==> config.mk <==
export PLATFORM = sky130hd
export DESIGN_NAME = stereo_sample_fifo
export DESIGN_NICKNAME = d
export VERILOG_FILES = /design/src/rtl/stereo_sample_fifo.sv
export SDC_FILE = /design/constraint.sdc
export NUM_CORES = 1
export LEC_CHECK = 0
export CORE_ASPECT_RATIO = 1.2
export CORE_MARGIN = 4
export CORE_UTILIZATION = 60
export DETAILED_ROUTE_END_ITERATION = 6
export GPL_TIMING_DRIVEN = 1
export PLACE_DENSITY = 0.76
export SKIP_LAST_GASP = 1
export SLEW_MARGIN = 20
export SYNTH_ARGS = -nofsm -noshare
export SYNTH_HDL_FRONTEND = slang
export SYNTH_SLANG_ARGS = --single-unit
==> constraint.sdc <==
create_clock -name clk -period 7.2 [get_ports clk]
set_input_delay 1.44 -clock clk [delete_from_list [all_inputs] [get_ports clk]]
set_output_delay 1.44 -clock clk [all_outputs]
set_load 0.01 [all_outputs]
==> src/rtl/stereo_sample_fifo.sv <==
// stereo_sample_fifo: synchronises the ADC word strobe, queues stereo pairs and streams them out FWFT with drop accounting
module stereo_sample_fifo #(
  parameter int WIDTH       = 24,
  parameter int DEPTH       = 16,
  parameter int SYNC_STAGES = 2
) (
  input  logic             clk,
  input  logic             rst,
  input  logic             in_stb,
  input  logic [WIDTH-1:0] in_left,
  input  logic [WIDTH-1:0] in_right,
  output logic             m_valid,
  input  logic             m_ready,
  output logic [WIDTH-1:0] m_left,
  output logic [WIDTH-1:0] m_right,
  output logic [$clog2(DEPTH):0] level,
  output logic             overflow,
  output logic [15:0]      drop_count,
  input  logic             clr_ovf
);
  localparam int AW = $clog2(DEPTH);
  localparam int LW = AW + 1;
  logic [SYNC_STAGES-1:0] sync_q, fill_q;
  logic                   s_d_q, armed_q, armed_d;
  logic [AW-1:0]          wptr_q, rptr_q;
  logic [LW-1:0]          level_q, level_d;
  logic                   ovf_q, ovf_d;
  logic [15:0]            drop_q, drop_d;
  logic [2*WIDTH-1:0]     mem [DEPTH];
  logic                   s, cap, full, pop, wr, drop;
  // fill_q marks when the synchroniser holds real in_stb samples, so a strobe high across reset is not mistaken for a fresh edge
  always_comb begin
    s       = sync_q[SYNC_STAGES-1];
    cap     = armed_q & s & ~s_d_q;
    full    = level_q == LW'(DEPTH);
    m_valid = level_q != '0;
    pop     = m_valid & m_ready;
    wr      = cap & (~full | pop);
    drop    = cap & full & ~pop;
    armed_d = armed_q | (fill_q[SYNC_STAGES-1] & ~s);
    level_d = (wr & ~pop) ? level_q + LW'(1) : (pop & ~wr) ? level_q - LW'(1) : level_q;
    ovf_d   = drop | (ovf_q & ~clr_ovf);
    drop_d  = clr_ovf ? {15'd0, drop} : (drop & (drop_q != 16'hFFFF)) ? drop_q + 16'd1 : drop_q;
    {m_left, m_right} = m_valid ? mem[rptr_q] : '0;
  end
  always_ff @(posedge clk) begin
    if (rst) begin
      sync_q  <= '0;
      fill_q  <= '0;
      s_d_q   <= 1'b0;
      armed_q <= 1'b0;
      wptr_q  <= '0;
      rptr_q  <= '0;
      level_q <= '0;
      ovf_q   <= 1'b0;
      drop_q  <= '0;
    end else begin
      sync_q  <= {sync_q[SYNC_STAGES-2:0], in_stb};
      fill_q  <= {fill_q[SYNC_STAGES-2:0], 1'b1};
      s_d_q   <= s;
      armed_q <= armed_d;
      wptr_q  <= wr ? wptr_q + AW'(1) : wptr_q;
      rptr_q  <= pop ? rptr_q + AW'(1) : rptr_q;
      level_q <= level_d;
      ovf_q   <= ovf_d;
      drop_q  <= drop_d;
    end
  end
  always_ff @(posedge clk) begin
    if (wr) mem[wptr_q] <= {in_left, in_right};
  end
  assign level      = level_q;
  assign overflow   = ovf_q;
  assign drop_count = drop_q;
endmodule

==> Word level (Yosys, flattened, before mapping) <==
Memories as Yosys holds them, arrays and structs flattened. A register that Yosys moved wholly into a read port is not among the register bits.
Index checks and enable logic that the tools add are counted.
{ "op_classes": {"mux": 10, "n_bitwise": 20, "n_addsub": 5, "eq_ne": 2, "reduce_logical": 4} }
{ "op_table": {"columns": ["cell", "count"], "rows": [
  ["48-bit 2-to-1 mux", 1],
  ["16-bit by 1-bit adder with 16-bit output, second input constant", 1],
  ["16-bit != test, second input constant", 1],
  ["1-bit bitwise AND", 11],
  ["5-bit 2-to-1 mux", 2],
  ["4-bit by 1-bit adder with 4-bit output, second input constant", 2],
  ["4-bit 2-to-1 mux", 2],
  ["1-bit inverter", 6],
  ["5-bit by 1-bit adder with 5-bit output, second input constant", 1],
  ["5-bit == test, second input constant", 1],
  ["1-bit 2-to-1 mux", 5],
  ["5-bit nonzero test", 1],
  ["5-bit by 1-bit subtractor with 5-bit output, second input constant", 1],
  ["2-bit nonzero test", 2],
  ["1-bit OR", 3],
  ["2-bit OR reduction", 1]
]} }
{ "word_totals": {"memories": 1, "reg_bits": 36, "inputBits": 53, "output_inout_bits": 71, "word_cells": 53, "mem_bits_rw": 768} }
{ "memory_table": {"columns": ["name", "depth", "word_bits", "rd", "rd_ports_with_merged_regs", "write_ports", "line", "text"], "rows": [
  ["mem", 16, 48, 1, 1, 1, "29", "logic [2*WIDTH-1:0] mem [DEPTH];"]
]} }

==> Logic depth before layout (Yosys ltp) <==
Gate-level depths: netlist (run 1).
{ "depth": {"word_depth": 8, "depth_mapped": 10, "mapped_depth_nobuf": 9} }

==> Least setup slack after synthesis (run 1) <==
No wires, ideal clock.
{ "synth_path": {"path_kind": "input -> register", "from": "input m_ready", "to": "memory mem[3][0] in the netlist's numbering, enable pin", "setup_time_ns": 0.513, "slack_ns": 1.633, "n_path_buf": 0, "required_time_ns": 6.687, "t_arrival_ns": 5.054, "stages": 3, "cell_sequence": "nand2b_1 > o211ai_1 > nor3_1"} }
{ "synth_between": {"elab_chain_len": 5} }
{ "synth_rtl": {"columns": ["element", "line", "text"], "rows": [
  ["start, declared", "13", "input logic m_ready,"],
  ["1-bit bitwise AND", "37", "pop = m_valid & m_ready;"],
  ["1-bit OR", "38", "wr = cap & (~full | pop);"],
  ["1-bit bitwise AND", "38", null],
  ["1-bit 2-to-1 mux", "70", "if (wr) mem[wptr_q] <= {in_left, in_right};"],
  ["1-bit 2-to-1 mux (not written as such)", "70", null],
  ["end, declared", "29", null]
]} }
No other way between the ends.

==> Worst setup path in the final report (run 1) <==
{ "layout_path": {"from": "register level_q[0] (netlist: level[0])", "to": "output m_right[7]"} }
{ "layout_between": {"elab_chain_len": 2} }
{ "layout_rtl": {"columns": ["element", "line", "text"], "rows": [
  ["start, declared", "26", "logic [LW-1:0] level_q, level_d;"],
  ["start signal, assigned", "64", "level_q <= level_d;"],
  ["5-bit nonzero test", "36", "m_valid = level_q != '0;"],
  ["48-bit 2-to-1 mux", "44", "{m_left, m_right} = m_valid ? mem[rptr_q] : '0;"],
  ["end, declared", "15", "output logic [WIDTH-1:0] m_right,"]
]} }
No other way between the ends.

==> results of run 1 <==
## per-layer routing
metal | GRT usage (%) | share of wire [%]
met3 | 3.874 | 6.4
met1 | 32.64 | 39
met2 | 40.50 | 52
met5 | 0 | 0.063
met4 | 7.159 | 2.5
## cell usage after synthesis, types with 5 or more instances
cell type / instances / area (µm²)
sky130_fd_sc_hd__nand4_1: 5 / 31.28
sky130_fd_sc_hd__a21oi_1: 17 / 85.08
sky130_fd_sc_hd__dfxtp_1: 40 / 800.8
sky130_fd_sc_hd__clkbuf_1: 36 / 135.1
sky130_fd_sc_hd__nand3_1: 11 / 55.05
sky130_fd_sc_hd__buf_1: 8 / 30.03
sky130_fd_sc_hd__nor2b_1: 8 / 50.05
sky130_fd_sc_hd__buf_2: 31 / 155.2
sky130_fd_sc_hd__o22ai_1: 48 / 300.3
sky130_fd_sc_hd__mux4_2: 192 / 4324
sky130_fd_sc_hd__edfxtp_1: 768 / 23060
sky130_fd_sc_hd__xor2_1: 5 / 43.79
sky130_fd_sc_hd__ha_1: 10 / 125.1
sky130_fd_sc_hd__o31ai_1: 11 / 82.58
sky130_fd_sc_hd__nor2_1: 23 / 86.33
sky130_fd_sc_hd__nand2_1: 7 / 26.28
sky130_fd_sc_hd__mux2i_1: 100 / 1001
sky130_fd_sc_hd__or4_1: 9 / 67.56
sky130_fd_sc_hd__and3_1: 16 / 100.1
sky130_fd_sc_hd__inv_1: 8 / 30.03
## final cells by class
cell class              instances  area share, %
multi-input cells             514          19.37
diodes                          1       0.007045
flip-flops and latches        808          67.21
clock inverters                41          1.148
inverters                       8        0.08454
repair buffers                151          4.164
well taps                     697          2.455
clock buffers                  93          5.562
## registers in the layout, summed over array words and instances (netlist names), named ones only
name / count
wptr_q: 4
rptr_q: 4
s_d_q: 1
mem: 768
overflow: 1
armed_q: 1
sync_q: 2
level: 5
fill_q: 2
drop_count: 16
## power by group through the flow
stage / logic, mW / clock network [mW] / registers (mW)
global route: 2.40 / 4.15 / 5.28
finish: 2.25 / 3.87 / 5.27
CTS: 2.29 / 3.93 / 5.27
global placement: 2.27 / 0 / 5.37
detailed placement: 2.27 / 0 / 5.37
floorplan: 1.46 / 0 / 5.29
## per-stage QoR
stage / utilization, % / power, mW
detailed placement: 64.49 / 7.643
floorplan: - / 6.759
CTS: 69.14 / 11.49
finish: 69.17 / 11.38
global route: 69.17 / 11.83
global placement: 64.49 / 7.635
## worst min path at each step
stage | to | depth (start not counted) | start | slack [ns]
floorplan | fill_q[1] | 1 | fill_q[0] | 0.41
CTS | fill_q[1] | 1 | fill_q[0] | 0.45
global route | fill_q[1] | 1 | fill_q[0] | 0.47
finish | sync_q[1] | 1 | sync_q[0] | 0.45
detailed placement | fill_q[1] | 1 | fill_q[0] | 0.44
global placement | fill_q[1] | 1 | fill_q[0] | 0.43
## cell families (layout without fill, tap and decap cells)
family | Yosys count | count (layout) | synth area share [%]
flops | 808 | 808 | 76.87
mux | 293 | 293 | 17.19
simple gates | 105 | 105 | 2.088
compound gates | 97 | 97 | 2.035
buf+inv | 83 | 293 | 1.128
fa+ha+maj | 11 | 11 | 0.4675
xor+xnor | 8 | 8 | 0.2257
other cells | 0 | 1 | 0
## worst max-delay path, cell delays in order, from the launching register on
cell and delay (ns):
sky130_fd_sc_hd__dfxtp_1 0.40, sky130_fd_sc_hd__nor4_4 0.42, sky130_fd_sc_hd__or2b_1 0.32, sky130_fd_sc_hd__nand2_2 0.51
sky130_fd_sc_hd__buf_4 0.55, sky130_fd_sc_hd__o22ai_1 0.29, sky130_fd_sc_hd__clkdlybuf4s50_1 0.57
==> results_dict.tcl, run 1 <==
set metrics [dict create \
    holdCritPathClass "reg2reg" \
    cp_data_arrival_time_ns 3.67 \
    power.density_cell_area_nw_per_um2 320.5 \
    drive_gt1_share_pct 21.86 \
    maximum_number_of_pins_on_one_net_before_global_route_repair 82 \
    first_pass_grt_wire_length_mm 98.99 \
    cts_hold_repair.buffers 0 \
    timing.critical_path.to "m_right[7]" \
    post_cts.resized_instances 0 \
    worst_setup_path_end_kind "output pin" \
    area_growth_syn_to_layout_pct 14.42 \
    yosys_warnings 0 \
    timing.final.hold_violations 0 \
    synth_area_um2 31040 \
    clock_edge_transition_at_the_registers_on_the_reported_setup_and_hold_paths_ns 0.06 \
    die_area_um2 55460 \
    clock_tree.root_cell "sky130_fd_sc_hd__clkbuf_16" \
    worst_reg2reg_path_endpoint "level[4]" \
    wire_per_inst_um 28.16 \
    max-clock-path-buffers 3 \
    timing.critical_path.fanout_max 27 \
    report.final.slew_viol_count 0 \
    finish.instance_area_um2 35520 \
    synthFlopType "sky130_fd_sc_hd__edfxtp_1" \
    worstSetupStartpointType "flip-flop" \
    synth.net_count 1469 \
    post_synth_inst_count 1405 \
    1st_pass_router_iterations 7 \
    whs_ns 0.4538 \
    placement.io_buffers 123 \
    finalWorstSetupSlack_ns 2.086 \
    r2r_slack_ns 3.95 \
    worstPathRequired_ns 5.76 \
    pre_cts_slack_ns 2.301 \
    placed_cells 2177 \
    fillers 3127 \
    status "complete, no violations" \
    cts_sinks 808 \
    count_of_different_cell_masters_after_synthesis 49 \
    asyncSetResetFlopFracSynth_pct 0 \
    max_slew.worst_pin.slew_ns 1.083 \
    finalSetupViolCount 0 \
    dr_total_vias 14780 \
    post_drt_via_cell_ratio 6.390 \
    place_hpwl_mm 35.28 \
    netSwitchingPower_mw 2.830 \
    routabilityCongestion 0.8165 \
    cts-buffers-inserted 74 \
    timing.setup.tns_ns 0 \
    cts.htree.levels 3 \
    die_y_um 257.2 \
    grt_antenna_before_repair 4 \
    slew_headroom_pct 27.83 \
    floorplan.die.width_um 215.7 \
    r2r-start "level[0]" \
    final-seq-area_um2 23870 \
    maxClockFrequency_ghz 0.1956 \
    finalClockSkew_ns 0.02205 \
    floorplan.core_area_um2 51350 \
    power.share.clock_pct 34.0 \
    number_of_enable_flip_flop_cells_after_synthesis 768 \
    totalWireLength_mm 65.13 \
    pin_count 124 \
    mostFrequentLayoutCell "sky130_fd_sc_hd__edfxtp_1" \
    timing.setup.critical_path_class "reg2out" \
    layout.nets 1621 \
    most-common-layout-cells "sky130_fd_sc_hd__edfxtp_1 (768), sky130_fd_sc_hd__mux4_2 (192), sky130_fd_sc_hd__clkdlybuf4s50_1 (123)" \
    start_util_pct 60.46 \
    via_count_of_the_first_global_routing_pass 15500 \
    drt_iter0_drc 1700 \
    count_of_non_filler_cells_in_the_finished_layout 2313 \
    finalWorstPathRequiredPeriod_ns 5.114 \
    r2r_cells 9 \
    clock_insertion_delay_worst_skew_ns 0.61 \
    critical_path.startpoint "level[0]" \
    tritoncts "built" \
    grt_util_all_layers_pct 23.87 \
    peakVddDrop_v 0.0002108 \
    power.share.combinational_pct 19.8 \
    post_detailed_route_count_of_antenna_violating_nets 0 \
    placed_cell_area_um2 33120 \
    pwr-share-seq_pct 46.3 \
    synth-seq-cells 808 \
    p_int_mw 8.554 \
    cellLeakagePower_nw 10.74 \
    switching_share_pct 24.86 \
    grt_remaining_overflow 0 \
    combined_area_of_the_multi_input_logic_cells_um2 6879 \
    synth_seq_area_share_pct 76.87 \
    post-route-drc-count 0 \
    max_cap_viol_count 0 \
    synthesized_area_divided_by_synthesized_cell_count_um2 22.10 \
    unrepaired_setup_endpoints_after_global_routing "no" \
    placementRows 91 \
    fin_crit_sh_pct 71.02 \
    cts_setup_buffers 0 \
]
(Power assumes the default switching activity.)
==> inputs of run 2 (changes only) <==
==> constraint.sdc (replaced) <==
create_clock -name clk -period 5.25 [get_ports clk]
set_input_delay 1.05 -clock clk [delete_from_list [all_inputs] [get_ports clk]]
set_output_delay 1.05 -clock clk [all_outputs]
set_load 0.01 [all_outputs]
==> results_dict.tcl, run 2 (synthesis results as in run 1) <==
set metrics [dict create \
    critical_path.startpoint "level[0]" \
    max_cap_viol_count 0 \
    dr_total_vias 14960 \
    unrepaired_setup_endpoints_after_global_routing "no" \
    drt_iter0_drc 1759 \
    clock_tree.root_cell "sky130_fd_sc_hd__clkbuf_16" \
    post-route-drc-count 0 \
    worstSetupStartpointType "flip-flop" \
    finalSetupViolCount 0 \
    die_area_um2 55460 \
    status "complete, no violations" \
    r2r-start "level[0]" \
    regMostFlops "mem" \
    cellLeakagePower_nw 10.91 \
    maxClockFrequency_ghz 0.2179 \
    groute.layer.met1.usage_pct 33.24 \
    r2r_slack_ns 2.01 \
    first_pass_grt_wire_length_mm 99.66 \
    place_hpwl_mm 34.70 \
    total_power_mw 15.84 \
    finalClockSkew_ns 0.02133 \
    placement.io_buffers 123 \
    maximum_number_of_pins_on_one_net_before_global_route_repair 65 \
    routabilityCongestion 0.7481 \
    largest_register_ffs 768 \
    worstPathRequired_ns 4.20 \
    cp_data_arrival_time_ns 3.54 \
    tritoncts "built" \
    r2r_cells 9 \
    floorplan.core_area_um2 51350 \
    finalWorstPathRequiredPeriod_ns 4.588 \
    start_util_pct 60.46 \
    post_detailed_route_count_of_antenna_violating_nets 0 \
    most-common-layout-cells "sky130_fd_sc_hd__edfxtp_1 (768), sky130_fd_sc_hd__mux4_2 (192), sky130_fd_sc_hd__clkdlybuf4s50_1 (123)" \
    max-clock-path-buffers 3 \
    post_cts.resized_instances 0 \
    slew_headroom_pct 26.84 \
    worstPathCellList "nor4_4 > or2b_1 > nand2b_2 > buf_4 > o22ai_1 > clkdlybuf4s50_1" \
    fillers 3075 \
    1st_pass_router_iterations 7 \
    timing.final.hold_violations 0 \
    clock_insertion_delay_worst_skew_ns 0.62 \
    die_y_um 257.2 \
    cts_hold_repair.buffers 0 \
    cts.htree.levels 3 \
    timing.setup.tns_ns 0 \
    wire_per_inst_um 28.21 \
    timing.critical_path.fanout_max 26 \
    clock_edge_transition_at_the_registers_on_the_reported_setup_and_hold_paths_ns 0.06 \
    pin_count 124 \
    hold_start "fill_q[0]" \
    report.final.slew_viol_count 0 \
    worst_setup_path_end_kind "output pin" \
    floorplan.die.width_um 215.7 \
    gr-max-usage-layer "met2" \
    cts_setup_buffers 0 \
    mostFrequentLayoutCell "sky130_fd_sc_hd__edfxtp_1" \
    timing.critical_path.to "m_right[19]" \
    crit_path_top_delay_cell "sky130_fd_sc_hd__nand2b_2" \
    grt_util_all_layers_pct 24.17 \
    totalWireLength_mm 65.82 \
    layout.nets 1636 \
    cts_sinks 808 \
    grt_antenna_before_repair 4 \
    via_count_of_the_first_global_routing_pass 15720 \
    fin_crit_sh_pct 87.40 \
    area_growth_syn_to_layout_pct 15.69 \
    grt_use_met2_pct 40.89 \
    max_slew.worst_pin.slew_ns 1.097 \
    cts-buffers-inserted 76 \
    worst_reg2reg_path_endpoint "level[4]" \
    holdCritPathClass "reg2reg" \
    met3_usage_pct 3.992 \
    placementRows 91 \
    grt_remaining_overflow 0 \
    peakVddDrop_v 0.0003570 \
    drive_gt1_share_pct 22.89 \
    post_drt_via_cell_ratio 6.414 \
    timing.setup.critical_path_class "reg2out" \
    power.density_cell_area_nw_per_um2 441.2 \
    critical-path-max-stage-delay_ns 0.71 \
]
-- run 2: power breakdown --
group / internal (mW) / switching [mW] / total, mW
logic: 1.66 / 1.45 / 3.11
registers: 7.08 / 0.123 / 7.21
clock network: 3.21 / 2.32 / 5.53
-- run 2: through the flow --
step	instances	hold slack (ns)	area (µm²)	setup WS [ns]	util (%)
6_report	2333	0.4549	35920	0.6617	69.94
5_1_grt	2332	0.4767	35910	0.5577	69.94
4_1_cts	2331	0.4614	35900	0.6293	69.92
3_5_place_dp	2191	0.4499	33380	1.274	65.01
3_3_place_gp	2191	0.4256	33380	1.345	65.01
2_1_floorplan	1405	0.4138	31040	0.07306	-
-- run 2: area by class of cell --
cell class / instances / area [µm²] / share of cell area (%)
inverter: 8 / 30.03 / 0.08361
multi-input combinational: 514 / 6875 / 19.14
clock inverter: 49 / 489.2 / 1.362
tap: 697 / 872.1 / 2.428
antenna: 2 / 5.005 / 0.01393
clock buffer: 91 / 2031 / 5.654
timing repair buffer: 164 / 1739 / 4.842
sequential: 808 / 23870 / 66.47
-- run 2: worst min path at each step --
stage | slack (ns) | end | cells past startpoint
global route | 0.48 | fill_q[1] | 1
detailed placement | 0.45 | fill_q[1] | 1
finish | 0.45 | fill_q[1] | 1
global placement | 0.43 | fill_q[1] | 1
CTS | 0.46 | fill_q[1] | 1
floorplan | 0.41 | fill_q[1] | 1
-- run 2: worst max-delay path: cells and delay by family (launching register included) --
family                 cells  cell delay (ns)
buffers and inverters      2             0.92
AND/OR/NAND/NOR            3             1.39
flip-flops                 1             0.40
AO/OA/AOI/OAI              1             0.19
-- run 2: routing by layer --
metal  vias to the layer above  routed length, µm
li1                       6321                  -
met1                      7886              25290
met2                       652              34170
met3                       100               4884
met4                         4               1455
met5                         -                 23
